File: src/rtl/selector_velocidad_if.sv
`default_nettype none
// ============================================================================
//  Module      : selector_velocidad_if
//  Description : Bundle of the speed-selector signals: raw operator inputs
//                (up/down buttons, emergency stop) and the resulting speed
//                command, target and ramp-active flag.
//                master : drives the buttons/stop, observes the outputs
//                slave  : the selector itself
//  Revision    : 1.0 - initial release
// ============================================================================
interface selector_velocidad_if;
  logic       btn_sube;   // raw up button, active-high, asynchronous
  logic       btn_baja;   // raw down button, active-high, asynchronous
  logic       paro;       // emergency stop level, active-high, asynchronous
  logic [3:0] velocidad;  // duty command to the PWM stage, 0..VEL_MAX
  logic [3:0] objetivo;   // current target speed, 0..VEL_MAX
  logic       en_rampa;   // 1 while the output is ramping

  modport master (
    output btn_sube, btn_baja, paro,
    input  velocidad, objetivo, en_rampa
  );

  modport slave (
    input  btn_sube, btn_baja, paro,
    output velocidad, objetivo, en_rampa
  );
endinterface
`default_nettype wire

File: src/rtl/selector_velocidad.sv
`default_nettype none
// ============================================================================
//  Module      : selector_velocidad
//  Description : Upstream stage of the PWM generator. Synchronizes and
//                debounces the up/down buttons, keeps a saturating target
//                speed and ramps the output toward it one step every
//                RAMP_CYCLES. The emergency stop (synchronized only) forces
//                target and output to 0 while asserted.
//  Ports       : clk   - system clock
//                rst_n - asynchronous active-low reset
//                bus   - selector_velocidad_if.slave (buttons, paro,
//                        velocidad, objetivo, en_rampa)
//  Config      : AUTO_REPEAT_EN - when defined, a held button emits an extra
//                press every REPEAT_CYCLES; otherwise one press per press.
//  Revision    : 1.0 - initial release
// ============================================================================
module selector_velocidad #(
  parameter int DEBOUNCE_CYCLES = 500000,
  parameter int RAMP_CYCLES     = 5000000,
  parameter int VEL_MAX         = 10,
  parameter int REPEAT_CYCLES   = 25000000
) (
  input  logic                 clk,
  input  logic                 rst_n,
  selector_velocidad_if.slave  bus
);

  localparam int DB_W   = (DEBOUNCE_CYCLES > 1) ? $clog2(DEBOUNCE_CYCLES) : 1;
  localparam int RAMP_W = (RAMP_CYCLES > 1) ? $clog2(RAMP_CYCLES) : 1;
  localparam logic [3:0] VEL_MAX_V = 4'(VEL_MAX);

  localparam logic [1:0] ESTABLE  = 2'd0;
  localparam logic [1:0] SUBIENDO = 2'd1;
  localparam logic [1:0] BAJANDO  = 2'd2;

  // Two-flop synchronizers: bit 0 = sube, bit 1 = baja, bit 2 = paro
  logic [2:0] sync1_q, sync2_q;
  logic       paro_s;

  always_ff @(posedge clk or negedge rst_n) begin
    if (!rst_n) begin
      sync1_q <= '0;
      sync2_q <= '0;
    end else begin
      sync1_q <= {bus.paro, bus.btn_baja, bus.btn_sube};
      sync2_q <= sync1_q;
    end
  end

  assign paro_s = sync2_q[2];

  // Debounced levels and press requests, bit 0 = sube, bit 1 = baja
  logic [1:0] deb_lvl;
  logic [1:0] press_d;
  logic [1:0] pulse_q;

  generate
    for (genvar gi = 0; gi < 2; gi++) begin : g_btn
      logic [DB_W-1:0] cnt_q, cnt_d;
      logic            deb_q, deb_d;

      // Counter only runs while the synchronized sample disagrees with the
      // accepted level; any agreeing sample restarts the qualification.
      always_comb begin
        deb_d = deb_q;
        cnt_d = '0;
        if (sync2_q[gi] != deb_q) begin
          if (cnt_q == DB_W'(DEBOUNCE_CYCLES - 1)) deb_d = sync2_q[gi];
          else                                      cnt_d = cnt_q + 1'b1;
        end
      end

      always_ff @(posedge clk or negedge rst_n) begin
        if (!rst_n) begin
          cnt_q <= '0;
          deb_q <= 1'b0;
        end else begin
          cnt_q <= cnt_d;
          deb_q <= deb_d;
        end
      end

      assign deb_lvl[gi] = deb_q;

`ifdef AUTO_REPEAT_EN
      localparam int REP_W = (REPEAT_CYCLES > 1) ? $clog2(REPEAT_CYCLES) : 1;
      logic [REP_W-1:0] rep_q, rep_d;
      logic             rep_hit;
      logic             held_solo;

      // Repeats only while this button alone is held
      assign held_solo = deb_lvl[gi] & ~deb_lvl[1-gi];

      always_comb begin
        rep_hit = 1'b0;
        rep_d   = '0;
        if (held_solo) begin
          if (rep_q == REP_W'(REPEAT_CYCLES - 1)) rep_hit = 1'b1;
          else                                    rep_d   = rep_q + 1'b1;
        end
      end

      always_ff @(posedge clk or negedge rst_n) begin
        if (!rst_n) rep_q <= '0;
        else        rep_q <= rep_d;
      end

      assign press_d[gi] = (deb_d & ~deb_lvl[gi]) | rep_hit;
`else
      // Keeps REPEAT_CYCLES referenced in builds without auto-repeat
      logic unused_repeat;
      assign unused_repeat = (REPEAT_CYCLES != 0);

      assign press_d[gi] = deb_d & ~deb_lvl[gi];
`endif
    end
  endgenerate

  always_ff @(posedge clk or negedge rst_n) begin
    if (!rst_n) pulse_q <= '0;
    else        pulse_q <= press_d;
  end

  // Ramp FSM and datapath
  logic [1:0]        state_q, state_d;
  logic [3:0]        vel_q, vel_d, obj_q, obj_d;
  logic [RAMP_W-1:0] cnt_q, cnt_d;
  logic              en_q, en_d;
  logic              paso;

  assign paso = (state_q != ESTABLE) && (cnt_q == RAMP_W'(RAMP_CYCLES - 1));

  // Output value after this cycle; the target comparison guards against
  // stepping past a target that moved since the ramp started.
  always_comb begin
    vel_d = vel_q;
    if (paro_s)
      vel_d = '0;
    else if (paso && state_q == SUBIENDO && vel_q < obj_q)
      vel_d = vel_q + 4'd1;
    else if (paso && state_q == BAJANDO && vel_q > obj_q)
      vel_d = vel_q - 4'd1;
  end

  // Next state: direction follows the post-step output versus the target
  always_comb begin
    state_d = ESTABLE;
    if (!paro_s) begin
      if (vel_d < obj_q)      state_d = SUBIENDO;
      else if (vel_d > obj_q) state_d = BAJANDO;
    end
  end

  // Target, step counter and ramp flag
  always_comb begin
    obj_d = obj_q;
    if (paro_s)
      obj_d = '0;
    else if (pulse_q[0] && !pulse_q[1]) begin
      if (obj_q < VEL_MAX_V) obj_d = obj_q + 4'd1;
    end else if (pulse_q[1] && !pulse_q[0]) begin
      if (obj_q != 4'd0) obj_d = obj_q - 4'd1;
    end

    // Restart on every step, on entry and on direction change
    if (state_d == ESTABLE || state_d != state_q || paso) cnt_d = '0;
    else                                                   cnt_d = cnt_q + 1'b1;

    en_d = (state_d != ESTABLE);
  end

  always_ff @(posedge clk or negedge rst_n) begin
    if (!rst_n) state_q <= ESTABLE;
    else        state_q <= state_d;
  end

  always_ff @(posedge clk or negedge rst_n) begin
    if (!rst_n) begin
      vel_q <= '0;
      obj_q <= '0;
      cnt_q <= '0;
      en_q  <= 1'b0;
    end else begin
      vel_q <= vel_d;
      obj_q <= obj_d;
      cnt_q <= cnt_d;
      en_q  <= en_d;
    end
  end

  assign bus.velocidad = vel_q;
  assign bus.objetivo  = obj_q;
  assign bus.en_rampa  = en_q;

endmodule
`default_nettype wire

File: src/flat_wrapper.sv
// flat-port wrapper written by rule: the top's interface ports become plain ports
module selector_velocidad_flat 
#(
  parameter int DEBOUNCE_CYCLES = 500000,
  parameter int RAMP_CYCLES     = 5000000,
  parameter int VEL_MAX         = 10,
  parameter int REPEAT_CYCLES   = 25000000
)
  (clk, rst_n, bus_btn_sube, bus_btn_baja, bus_paro, bus_velocidad, bus_objetivo, bus_en_rampa);
  selector_velocidad_if bus_i ();
  input  logic clk;
  input  logic rst_n;
  input wire logic [$bits(bus_i.btn_sube)-1:0] bus_btn_sube;
  input wire logic [$bits(bus_i.btn_baja)-1:0] bus_btn_baja;
  input wire logic [$bits(bus_i.paro)-1:0] bus_paro;
  output wire logic [$bits(bus_i.velocidad)-1:0] bus_velocidad;
  output wire logic [$bits(bus_i.objetivo)-1:0] bus_objetivo;
  output wire logic [$bits(bus_i.en_rampa)-1:0] bus_en_rampa;
  assign bus_i.btn_sube = bus_btn_sube;
  assign bus_i.btn_baja = bus_btn_baja;
  assign bus_i.paro = bus_paro;
  assign bus_velocidad = bus_i.velocidad;
  assign bus_objetivo = bus_i.objetivo;
  assign bus_en_rampa = bus_i.en_rampa;
  selector_velocidad #(.DEBOUNCE_CYCLES(DEBOUNCE_CYCLES), .RAMP_CYCLES(RAMP_CYCLES), .VEL_MAX(VEL_MAX), .REPEAT_CYCLES(REPEAT_CYCLES)) u_core (.clk(clk), .rst_n(rst_n), .bus(bus_i));
endmodule
File: config.mk
export PLATFORM = sky130hd
export DESIGN_NAME = selector_velocidad_flat
export DESIGN_NICKNAME = d
export VERILOG_FILES = /design/src/rtl/selector_velocidad_if.sv /design/src/rtl/selector_velocidad.sv /design/src/flat_wrapper.sv
export SDC_FILE = /design/constraint.sdc
export NUM_CORES = 1
export LEC_CHECK = 0
export BUFFER_PORTS_ARGS = -buffer_cell sky130_fd_sc_hd__buf_2
export CAP_MARGIN = 20
export CORE_MARGIN = 4
export CORE_UTILIZATION = 35
export DETAILED_ROUTE_END_ITERATION = 7
export HOLD_SLACK_MARGIN = 0.05
export PLACE_DENSITY_LB_ADDON = 0.05
export SLEW_MARGIN = 25
export SYNTH_ARGS = -nofsm -noshare
export SYNTH_HDL_FRONTEND = slang
export SYNTH_SLANG_ARGS = --single-unit
export TNS_END_PERCENT = 50
File: constraint.sdc
create_clock -name clk -period 5.9 [get_ports clk]
set_clock_uncertainty 0.1 [all_clocks]
set_input_delay 0.59 -clock clk [delete_from_list [all_inputs] [get_ports clk]]
set_output_delay 0.59 -clock clk [all_outputs]
set_load 0.05 [all_outputs]
-- Yosys cells after proc, flatten, opt, wreduce, memory -nomap -nowiden
Cells that the tools add are included.
- equal/unequal tests: 9
- mux-type cells: 20
- bitwise operators: 4
- reductions and logical operators: 18
- $add $sub $neg: 7
- magnitude comparators: 5
- operator list (operator ; number):
    $mux 19 ; 4
    $add 19x1->19 const B ; 2
    $eq 19x19->1 const B ; 2
    $mux 4 ; 8
    $add 23x1->23 const B ; 1
    $eq 23x23->1 const B ; 1
    $mux 23 ; 1
    $add 4x1->4 const B ; 2
    $gt 4x4->1 ; 2
    $lt 4x4->1 ; 2
    $sub 4x1->4 const B ; 2
    $logic_and 1x1->1 ; 7
    $mux 2 ; 3
    $reduce_bool 3->1 ; 2
    $lt 4x4->1 const B ; 1
    $mux 1 ; 4
    $reduce_bool 2->1 ; 2
    $reduce_bool 4->1 ; 1
    $ne 3x2->1 const B ; 1
    $reduce_and 3->1 ; 1
    $and 1x1->1 ; 2
    $eq 2x1->1 const B ; 1
    $eq 2x2->1 const B ; 1
    $logic_not 1->1 ; 2
    5 further kinds ; 8
- logic and storage cells: 75
- flip-flop bits (word level): 82

-- Depth between registers and ports, before layout
- word-level depth: 15
- depth in mapped cells: 14

-- Worst setup path before layout
Ideal clock, no wire load.
- kind: flip-flop to flip-flop
- start point: register u_core.obj_q[1] (netlist: u_core.bus.objetivo[1])
- end point: register u_core.cnt_q[10]
- arrival time: 3.528 ns
- required time: 5.728 ns
- slack: 2.200 ns
- cell stages (with the launch flop): 15
- clock period less this slack: 3.700 ns
- path through: dfrtp_1 -> inv_1 -> ha_1 -> nor2b_1 -> o211ai_1 -> and3_1 -> a2111oi_0 -> nand3b_1 -> ha_1 -> nor2b_1 -> o211a_1 -> nand3b_1 -> a211o_1 -> buf_2 -> nor2_1
- longest elaborated chain between the ends: 13
- elaborated cells on any way between the ends: 17
- ends and longest elaborated chain (what ; RTL line ; text):
    start: declaration ; selector_velocidad.sv:126 ; logic [3:0] vel_q, vel_d, obj_q, obj_d;
    start signal: assignment ; selector_velocidad.sv:185 ; obj_q <= obj_d;
    $gt 4x4->1 ; selector_velocidad.sv:141 ; else if (paso && state_q == BAJANDO && vel_q > obj_q)
    $logic_and 1x1->1 ; selector_velocidad.sv:141 ;
    $mux 4 ; selector_velocidad.sv:141 ;
    $mux 4 * ; selector_velocidad.sv:139 ; else if (paso && state_q == SUBIENDO && vel_q < obj_q)
    $mux 4 * ; selector_velocidad.sv:137 ; if (paro_s)
    net u_core.vel_d[1] ; selector_velocidad.sv:126 ;
    $gt 4x4->1 ; selector_velocidad.sv:150 ; else if (vel_d > obj_q) state_d = BAJANDO;
    $mux 2 ; selector_velocidad.sv:150 ;
    $mux 2 * ; selector_velocidad.sv:149 ; if (vel_d < obj_q) state_d = SUBIENDO;
    $mux 2 * ; selector_velocidad.sv:148 ; if (!paro_s) begin
    $ne 2x2->1 or $logic_not 2->1 (tied branches) ; selector_velocidad.sv:166 ; if (state_d == ESTABLE || state_d != state_q || paso) cnt_d = '0;
    $logic_or 1x1->1 * (2 in series) ; selector_velocidad.sv:166 ;
    $mux 23 * ; selector_velocidad.sv:166 ;
    net u_core.cnt_d[10] ; selector_velocidad.sv:127 ; logic [RAMP_W-1:0] cnt_q, cnt_d;
    end signal: assignment ; selector_velocidad.sv:186 ; cnt_q <= cnt_d;
    end: declaration ; selector_velocidad.sv:127 ;
The timed path passes the listed nets; every way through them passes the cells marked *.
A chain may end at the register's enable or synchronous reset.

-- Final worst setup path
- start point: register u_core.obj_q[1] (netlist: u_core.bus.objetivo[1])
- end point: register u_core.cnt_q[18]
The elaborated chain is that of the path after synthesis.

==> results.json <==
{
  "place_ws_ns": 1.94,
  "p_leak_nw": 2.05,
  "synth_xor_area_share_pct": 12.0,
  "via_per_inst": 4.90,
  "critPathMaxFanout": 23,
  "gp_congestion": 0.791,
  "yosys.area_share.adder_pct": 5.11,
  "multiInputGateArea_um2": 2130,
  "slew-limit-headroom_pct": 47.1,
  "std_cell_rows": 40,
  "synth_compound_area_share_pct": 4.30,
  "layout.nets": 463,
  "ant_nets": 0,
  "cts.sinks": 82,
  "required_ns": 6.00,
  "htree_levels": 3,
  "hpwl_mm": 5.52,
  "hold_viol_final": 0,
  "worstHoldPathType": "reg -> reg",
  "synth_top_family_by_area": "simple AND/OR/NAND/NOR gates",
  "cts_hold_buf": 1,
  "vias": 2905,
  "cellPowerDensity_nw_per_um2": 257,
  "async_flop_share_pct": 100,
  "nFillCells": 1221,
  "fp.coreArea_um2": 12000,
  "synth-seq-cells": 82,
  "synth.mux.area_fraction_pct": 2.12,
  "dieArea_um2": 14100,
  "drv_cap": 0,
  "use_met3_pct": 3.85,
  "synth_flop_cell": "dfrtp_1",
  "synth_area_per_cell_um2": 10.1,
  "yosysUniqueCellTypes": 55,
  "antenna_found_initial": 0,
  "rsz0062_at_grt": "false",
  "grt_usage_pct": 12.4,
  "area_growth_pct": 12.9,
  "crit_path_start_kind": "flop",
  "outcome": "complete, no violations",
  "synth_edf_count": 0,
  "finalCritPeriodShare_pct": 66.4,
  "period_minus_slack_ns": 3.92,
  "use_met2_pct": 18.7,
  "ys_warn_count": 0,
  "numPortBuffers": 13,
  "critPathArrivalTime_ns": 4.01,
  "fmax_ghz": 0.255,
  "first_pass_iters": 4,
  "ir_drop_v": 0.000170,
  "seq_area_um2": 2050,
  "diodes": 0,
  "first_iter_violations": 113,
  "end_kind": "flop",
  "wl_per_cell_um": 13.9,
  "drc_errors": 0,
  "setup_violations": 0,
  "finalWirelength_mm": 8.21,
  "path_clk_slew_ns": 0.06,
  "worst_path_largest_cell_delay_ns": 0.64,
  "drv_slew": 0,
  "grt_pass1_wl_mm": 14.1,
  "root_buffer": "clkbuf_16",
  "overflow": 0,
  "cts_buffers": 9,
  "syn-cell-area_um2": 4310,
  "fin_setup_tns_ns": 0,
  "synth_cells": 425,
  "synthesis.nets": 447,
  "cts-resized-gates": 0,
  "cts_tree": "built",
  "synth.yosys.seq_area_share_pct": 47.6,
  "top_usage_layer": "met2",
  "grt_max_degree": 63,
  "crit_type": "reg -> reg",
  "io_pins": 14,
  "postCtsSetupBuffers": 0,
  "clk_path_buf_depth": 2,
  "clk_latency_ns": 0.34,
  "drive_gt1_share_pct": 11.9,
  "die_h_um": 119,
  "globalRouteMet1Util_pct": 16.4,
  "grt_pass1_vias": 2857,
  "worst_slack_ns": 1.98,
  "worst-slew-pin-transition_ns": 0.793,
  "crit_chain": "inv_1 -> ha_1 -> nor2b_1 -> o211ai_1 -> and3_1 -> a2111oi_0 -> nand3b_1 -> ha_1 -> nor2b_1 -> o211a_1 -> o211ai_1 -> a211o_1 -> nor2_1",
  "die_w_um": 119,
  "start_util_pct": 35.9,
  "yosys.area_share.simple_pct": 25.9,
  "cpMaxStageDelayCell": "a211o_1"
}
[area by class of cell]
cell class | instances | area share [%]
clock buffers | 12 | 5.07
clock inverters | 4 | 2.03
inverters | 18 | 1.39
multi-input cells | 315 | 43.8
flip-flops and latches | 82 | 42.2
well taps | 147 | 3.78
repair buffers | 15 | 1.75
[placed cells by master, fill, tap and decap left out, types with 3 or more instances in the layout]
cell type  count
a21oi_1        6
and3_1         9
and4_1         5
buf_2         12
bufinv_16      3
clkbuf_16      9
dfrtp_1       82
ha_1          16
inv_1         18
mux2_2         5
nand2_1       21
nand3_1       23
nand4_1       18
nor2_1        87
nor2b_1        7
nor3_1         5
nor3_2         4
nor4_2         3
xnor2_1       33
xor2_1        26
[registers in the layout, summed over array words and instances, names as in the netlist]
signal and count:
u_core.bus.velocidad 4, u_core.cnt_q 23, u_core.sync2_q 3, u_core.g_btn.cnt_q 38, u_core.state_q 2, u_core.bus.objetivo 4, u_core.sync1_q 3, u_core.bus.en_rampa 1
u_core.pulse_q 2, u_core.g_btn.deb_q 2
[path summary, 6_finish.rpt]
check	endpoint	slack (ns)	cells after the start	startpoint
max in group asynchronous	u_core.g_btn[0].cnt_q[0]$_DFF_PN0_	4.05	3	rst_n
max	u_core.cnt_q[18]$_DFF_PN0_	1.98	13	u_core.bus.objetivo[1]$_DFFE_PN0P_
max reg2reg	u_core.cnt_q[18]$_DFF_PN0_	1.98	13	u_core.bus.objetivo[1]$_DFFE_PN0P_
min	u_core.sync2_q[1]$_DFF_PN0_	0.25	0	u_core.sync1_q[1]$_DFF_PN0_
min in group asynchronous	u_core.cnt_q[20]$_DFF_PN0_	0.57	2	rst_n
min reg2reg	u_core.sync2_q[1]$_DFF_PN0_	0.25	0	u_core.sync1_q[1]$_DFF_PN0_
[through the flow]
step / utilization (%) / total power [mW] / hold WS [ns] / cell area, µm² / std cells
finish: 40.5 / 1.25 / 0.250 / 4860 / 593
global route: 40.5 / 1.30 / 0.239 / 4860 / 593
CTS: 40.5 / 1.28 / 0.237 / 4860 / 593
detailed placement: 37.5 / 0.612 / 0.238 / 4510 / 576
global placement: 37.5 / 0.612 / 0.235 / 4510 / 576
floorplan: - / 0.596 / 0.194 / 4310 / 425
[worst max-delay path, delay by kind of cell, from the launching register on]
kind	cells	cell delay, ns
buffers and inverters	1	0.09
flip-flops	1	0.45
AND/OR/NAND/NOR	5	0.91
AO/OA/AOI/OAI	5	1.58
adder cells (fa/ha/maj)	2	0.62
[layer usage]
metal	share of wire, %	wire [µm]	up-vias
li1	-	-	1482
met1	50	4130	1377
met2	45	3680	35
met3	3.4	278	11
met4	1.5	127	0
met5	0	0	-
[where the power goes]
| part | total [mW] | internal, mW | switching [mW] |
|---|---|---|---|
| clock network | 0.651 | 0.426 | 0.225 |
| logic | 0.0258 | 0.00659 | 0.0192 |
| registers | 0.574 | 0.568 | 0.00639 |
| total | 1.25 | 1.00 | 0.251 |
[synth_stat cells, types with 3 or more instances]
| master | number | area [µm²] |
|---|---|---|
| nor3_2 | 4 | 40.0 |
| nor2b_1 | 7 | 43.8 |
| nand2_1 | 21 | 78.8 |
| a21oi_1 | 6 | 30.0 |
| mux2_2 | 5 | 56.3 |
| and3_1 | 9 | 56.3 |
| xor2_1 | 26 | 228 |
| xnor2_1 | 33 | 289 |
| inv_1 | 18 | 67.6 |
| nor2_1 | 87 | 327 |
| and4_1 | 5 | 43.8 |
| buf_4 | 5 | 37.5 |
| nand4_1 | 18 | 113 |
| ha_1 | 16 | 200 |
| nand3_1 | 23 | 115 |
| nor3_1 | 5 | 25.0 |
| dfrtp_1 | 82 | 2050 |
| buf_2 | 3 | 15.0 |
| nor4_2 | 3 | 37.5 |
[cell families after synthesis]
family,Yosys count
simple gates,208
mux,8
compound gates,23
fa+ha+maj,17
buf+inv,28
flops,82
xor+xnor,59
(Power assumes the default switching activity.)
